**config.mk**
```make
export PLATFORM = sky130hd
export DESIGN_NAME = step_phase_decoder
export DESIGN_NICKNAME = d
export VERILOG_FILES = /design/src/rtl/step_phase_decoder.sv
export SDC_FILE = /design/constraint.sdc
export NUM_CORES = 1
export LEC_CHECK = 0
export ABC_CLOCK_PERIOD_IN_PS = 6400
export CORE_MARGIN = 1.5
export CORE_UTILIZATION = 60
export DETAILED_ROUTE_END_ITERATION = 10
export PLACE_DENSITY = 0.83
export SLEW_MARGIN = 10
export SYNTH_ARGS = -nofsm -noshare
export SYNTH_HDL_FRONTEND = slang
export SYNTH_SLANG_ARGS = --single-unit
export TNS_END_PERCENT = 1
```
**constraint.sdc**
```tcl
create_clock -name clk -period 6.4 [get_ports clk]
set_input_delay 1.28 -clock clk [delete_from_list [all_inputs] [get_ports clk]]
set_output_delay 1.28 -clock clk [all_outputs]
set_load 0.01 [all_outputs]
```
**src/rtl/step_phase_decoder.sv**
```systemverilog
// Receive-side decoder for 4-phase full-step coil drive: synchronise, glitch-filter,
// decode phase changes into signed position, direction, step period and status.
module step_phase_decoder #(
    parameter int unsigned FILT_CYCLES = 16,
    parameter int unsigned POS_W       = 32,
    parameter int unsigned PER_W       = 24,
    parameter int unsigned TIMEOUT     = 2000000
) (
    input  logic             clk,
    input  logic             rst_n,
    input  logic [3:0]       phase_in,
    input  logic             clr,
    output logic [POS_W-1:0] pos,
    output logic             step_valid,
    output logic             step_dir,
    output logic [PER_W-1:0] period,
    output logic             period_valid,
    output logic             stalled,
    output logic             err,
    output logic [1:0]       err_code
);

    localparam int unsigned FW = $clog2(FILT_CYCLES + 1);
    localparam int unsigned TW = $clog2(TIMEOUT + 1);

    typedef enum logic {IDLE, TRACK} state_t;

    state_t           state;
    logic [3:0]       sync1, sync2, cand, stable, ref_phase;
    logic [FW-1:0]    match_cnt, match_next;
    logic             accept, fresh, first_seen, hold;
    logic [PER_W-1:0] per_cnt;
    logic [TW-1:0]    idle_cnt;
    logic [3:0]       fwd_phase, rev_phase;
    logic             stable_oh;

    always_comb begin
        match_next = FW'(1);
        if (sync2 == cand)
            match_next = (match_cnt == FW'(FILT_CYCLES)) ? match_cnt : match_cnt + FW'(1);
        accept    = (match_next == FW'(FILT_CYCLES)) && (sync2 != stable);
        fwd_phase = {ref_phase[0], ref_phase[3:1]};
        rev_phase = {ref_phase[2:0], ref_phase[3]};
        stable_oh = (stable != 4'b0000) && ((stable & (stable - 4'd1)) == 4'b0000);
    end

    always_ff @(posedge clk or negedge rst_n) begin
        if (!rst_n) begin
            sync1     <= '0;
            sync2     <= '0;
            cand      <= '0;
            match_cnt <= '0;
            stable    <= '0;
            fresh     <= 1'b0;
        end else begin
            sync1     <= phase_in;
            sync2     <= sync1;
            cand      <= sync2;
            match_cnt <= match_next;
            fresh     <= accept;
            if (accept)
                stable <= sync2;
        end
    end

    // hold blocks re-adopting the pattern that just caused an error until the
    // stable pattern changes again; clr drops it so the current pattern is re-adopted.
    always_ff @(posedge clk or negedge rst_n) begin
        if (!rst_n) begin
            state        <= IDLE;
            ref_phase    <= '0;
            pos          <= '0;
            step_valid   <= 1'b0;
            step_dir     <= 1'b0;
            period       <= '0;
            period_valid <= 1'b0;
            stalled      <= 1'b0;
            err          <= 1'b0;
            err_code     <= 2'b00;
            per_cnt      <= '0;
            idle_cnt     <= '0;
            first_seen   <= 1'b0;
            hold         <= 1'b0;
        end else begin
            step_valid   <= 1'b0;
            period_valid <= 1'b0;
            if (per_cnt != '1)
                per_cnt <= per_cnt + PER_W'(1);
            if (clr) begin
                state      <= IDLE;
                pos        <= '0;
                period     <= '0;
                err        <= 1'b0;
                err_code   <= 2'b00;
                stalled    <= 1'b0;
                per_cnt    <= '0;
                idle_cnt   <= '0;
                first_seen <= 1'b0;
                hold       <= 1'b0;
            end else begin
                case (state)
                    IDLE: begin
                        stalled  <= 1'b0;
                        idle_cnt <= '0;
                        if (fresh)
                            hold <= 1'b0;
                        if (stable_oh && (!hold || fresh)) begin
                            ref_phase  <= stable;
                            first_seen <= 1'b0;
                            state      <= TRACK;
                        end
                    end
                    TRACK: begin
                        if (stable != ref_phase) begin
                            if (stable == fwd_phase || stable == rev_phase) begin
                                pos        <= (stable == fwd_phase) ? pos + POS_W'(1) : pos - POS_W'(1);
                                step_dir   <= (stable == fwd_phase);
                                step_valid <= 1'b1;
                                ref_phase  <= stable;
                                per_cnt    <= PER_W'(1);
                                idle_cnt   <= '0;
                                stalled    <= 1'b0;
                                first_seen <= 1'b1;
                                if (first_seen) begin
                                    period       <= per_cnt;
                                    period_valid <= 1'b1;
                                end
                            end else begin
                                err     <= 1'b1;
                                if (err_code == 2'b00)
                                    err_code <= stable_oh ? 2'b10 : 2'b01;
                                stalled <= 1'b0;
                                hold    <= 1'b1;
                                state   <= IDLE;
                            end
                        end else begin
                            if (idle_cnt != TW'(TIMEOUT))
                                idle_cnt <= idle_cnt + TW'(1);
                            if (idle_cnt >= TW'(TIMEOUT - 1))
                                stalled <= 1'b1;
                        end
                    end
                    default: state <= IDLE;
                endcase
            end
        end
    end

endmodule
```
==> out/qor.yml <==
slowest_delay_ns: 0.52
io_pins: 70
gp_congestion: 0.941
worstPathCellList: "xnor2_1 -> nand4_2 -> buf_4 -> ha_1 -> a21oi_1 -> o21ai_0 -> a22oi_1 -> nand3b_1 -> a31o_4 -> a31oi_1 -> xor2_1 -> or3_1 -> a21oi_1"
cts_resized: 0
syn_area_um2: 7530
fillerInstances: 869
yosys.area_share.xor_xnor_pct: 10.2
overflow: 0
final_nets: 880
io_buffers: 69
critPathBufInv: 1
fin_skew_ns: 0.00528
p_comb_share_pct: 2.2
multiInputGateArea_um2: 3920
clock_sinks: 137
vias: 5950
pwr-share-seq_pct: 43.9
final_util_pct: 74.2
synth_common_cells: "dfrtp_1, nand2_1, nor2_1"
drive_gt1_share_pct: 7.12
grt_max_degree: 76
synth_top_cell_area_share_pct: 45.5
synth_top_area_cell: "dfrtp_1"
fmax_mhz: 277
cts_root_buf: "clkbuf_16"
wirelength_mm: 16.9
drtIter0Drc: 442
place_ws_ns: 2.62
clk_pin_slew_ns: 0.05
synth_fp_nets: 815
p_int_mw: 1.59
critPathTopFamily: "compound AO/OA/AOI/OAI gates"
rsz0062_at_grt: "false"
setup_viol: 0
crit_path_top_delay_cell: "dfrtp_1"
antenna_found_initial: 0
worstPathRequired_ns: 6.73
yosysSeqAreaShare_pct: 45.5
worst_path_most_repeated_cell: "a21oi_1"
die_x_um: 115
cts_buffer_depth: 2
outcome: "completed"
cts_tree: "done"
yosys_most_used_dff: "dfrtp_1"
finalHoldViolCount: 0
drv_slew: 0
grt_pass1_vias: 6006
p_leak_nw: 3.98
relSlewSlack_pct: 25.1
antenna_cells: 0
cp-end-kind: "register"
drt_first_pass_iters: 8
antenna_left: 0
rows: 40
final_area_um2: 8980
fp.dieH_um: 115
drc: 0
drv_cap: 0
hold_slack_ns: 0.347
pwr-share-clk_pct: 53.9
post_cts_buffers: 0
postCtsHoldBufs: 0
netSwitchingFraction_pct: 20.4
synth_warnings: 0
die-area_um2: 13200
yosys-mux-area-fraction_pct: 0.997
setup_tns_ns: 0
netlist_instances: 765
synth_top_family_by_area: "simple AND/OR/NAND/NOR gates"
worst_pin_slew_ns: 1.12
grt.total_usage_pct: 27.4
yosysMostFrequentCell: "dfrtp_1"
min_period_ns: 3.60
synth_compound_area_share_pct: 16.0
clkLatencyLatePin_ns: 0.42
crit_type: "reg2reg"
min_path_type: "reg2reg"
vdd_drop_max_v: 0.000181
start_kind: "register"
synth_enable_flop_cells: 0
ys_seq_elements: 137
via_per_inst: 5.89
setup_slack_ns: 2.80
numCtsBuffers: 17
initial_core_util_pct: 62.2
seq_area_um2: 3430
synth_cell_types: 68
dp_hpwl_mm: 11.4
synthTopCellsByArea: "dfrtp_1, ha_1, xor2_1, xnor2_1, nand2_1"
synth_simple_gate_area_share_pct: 17.6
core_area_um2: 12100
synthAdderAreaFrac_pct: 7.24
power_density_nw_per_um2: 223
timing.final.crit_share_pct: 56.3
crit_path_max_fanout: 43
wl_per_cell_um: 16.8
post_dp_cell_area_um2: 8330
h-tree-depth: 4
async_flop_share_pct: 100
syn_area_per_cell_um2: 9.84
grt_pass1_wl_mm: 28.6
syn2layout_area_growth_pct: 19.3
p_sw_mw: 0.408
crit_arrival_ns: 3.93
-- sequential cells by signal, indices dropped and copies added (netlist names) --
register,count
stalled,1
hold,1
step_valid,1
period,24
err_code,2
fresh,1
stable,4
idle_cnt,21
first_seen,1
sync2,4
sync1,4
ref_phase,4
step_dir,1
period_valid,1
pos,32
err,1
match_cnt,5
cand,4
state,1
per_cnt,24
-- path summary, 6_finish.rpt --
path / start / endpoint / slack, ns / cells past startpoint
worst max-delay path: stable[3]$_DFFE_PN0P_ / pos[31]$_DFFE_PN0P_ / 2.80 / 13
worst min-delay path: sync1[2]$_DFF_PN0_ / sync2[2]$_DFF_PN0_ / 0.35 / 0
worst max register to register: stable[3]$_DFFE_PN0P_ / pos[31]$_DFFE_PN0P_ / 2.80 / 13
worst min register to register: sync1[2]$_DFF_PN0_ / sync2[2]$_DFF_PN0_ / 0.35 / 0
max in group asynchronous: rst_n / pos[18]$_DFFE_PN0P_ / 4.25 / 2
min in group asynchronous: rst_n / period[8]$_DFFE_PN0P_ / 0.87 / 1
-- logic make-up after synthesis --
group	after synthesis
adder cells (fa/ha/maj)	43
flip-flops	137
multiplexers	7
AND/OR/NAND/NOR	269
XOR/XNOR	88
AO/OA/AOI/OAI	179
buffers and inverters	42
-- metal layers --
layer  vias to the layer above  global-route usage, %  wire length [µm]  part of all wire (%)
met5                         -                      0                 0                     0
met4                         0                   9.88               350                   2.1
met3                        42                   6.80               884                   5.2
met2                       171                   46.1              8360                    49
met1                      2900                   34.4              7350                    43
li1                       2837                      -                 -                     -
-- placed cells by master (no fill, tap or decap), drive strengths merged, types with 4 or more instances in the layout --
| cell type | Yosys | routed |
|---|---|---|
| nand2b | 7 | 7 |
| xor2 | 47 | 47 |
| o21bai | 4 | 4 |
| nor2b | 6 | 6 |
| clkdlybuf4s50 | 0 | 68 |
| inv | 17 | 17 |
| clkinv | 0 | 4 |
| or3 | 6 | 6 |
| mux2 | 4 | 4 |
| o21a | 4 | 4 |
| nand3 | 22 | 22 |
| ha | 42 | 42 |
| o211ai | 4 | 4 |
| nor2 | 78 | 78 |
| and4 | 6 | 6 |
| nand4 | 21 | 21 |
| xnor2 | 41 | 41 |
| a21oi | 54 | 54 |
| nor3 | 7 | 7 |
| bufinv | 0 | 5 |
| o21ai | 50 | 50 |
| a21o | 13 | 13 |
| and3 | 9 | 9 |
| nand2 | 89 | 89 |
| dfrtp | 137 | 137 |
| and2 | 6 | 6 |
| a31oi | 5 | 5 |
| a22o | 27 | 27 |
| clkbuf | 10 | 20 |
-- worst register-to-register path, stage by stage, from the launching register on --
cell and delay [ns]:
dfrtp_1 0.52, xnor2_1 0.21, nand4_2 0.10, buf_4 0.43, ha_1 0.45, a21oi_1 0.21
o21ai_0 0.16, a22oi_1 0.25, nand3b_1 0.15, a31o_4 0.27, a31oi_1 0.20, xor2_1 0.10
or3_1 0.32, a21oi_1 0.15
-- layout make-up --
cell class                      count  share of cell area, %
Clock buffer                       20                   5.08
Clock inverter                     12                   2.19
Inverter                           17                  0.710
Multi-Input combinational cell    586                   43.6
Sequential cell                   137                   38.2
Tap cell                          168                   2.34
Timing Repair Buffer               71                   7.87
-- through the flow --
| stage | cells | total power, mW |
|---|---|---|
| 2_1_floorplan | 765 | 0.913 |
| 3_3_place_gp | 979 | 0.937 |
| 3_5_place_dp | 979 | 0.940 |
| 4_1_cts | 1011 | 2.01 |
| 5_1_grt | 1011 | 2.06 |
| 6_report | 1011 | 2.00 |
-- power by group through the flow --
stage	clock (mW)	sequential (mW)	combinational, mW
CTS	1.09	0.879	0.0458
global route	1.13	0.880	0.0511
global placement	0	0.894	0.0434
finish	1.08	0.879	0.0446
detailed placement	0	0.895	0.0453
floorplan	0	0.893	0.0202
Power figures use the tool's default switching activity.
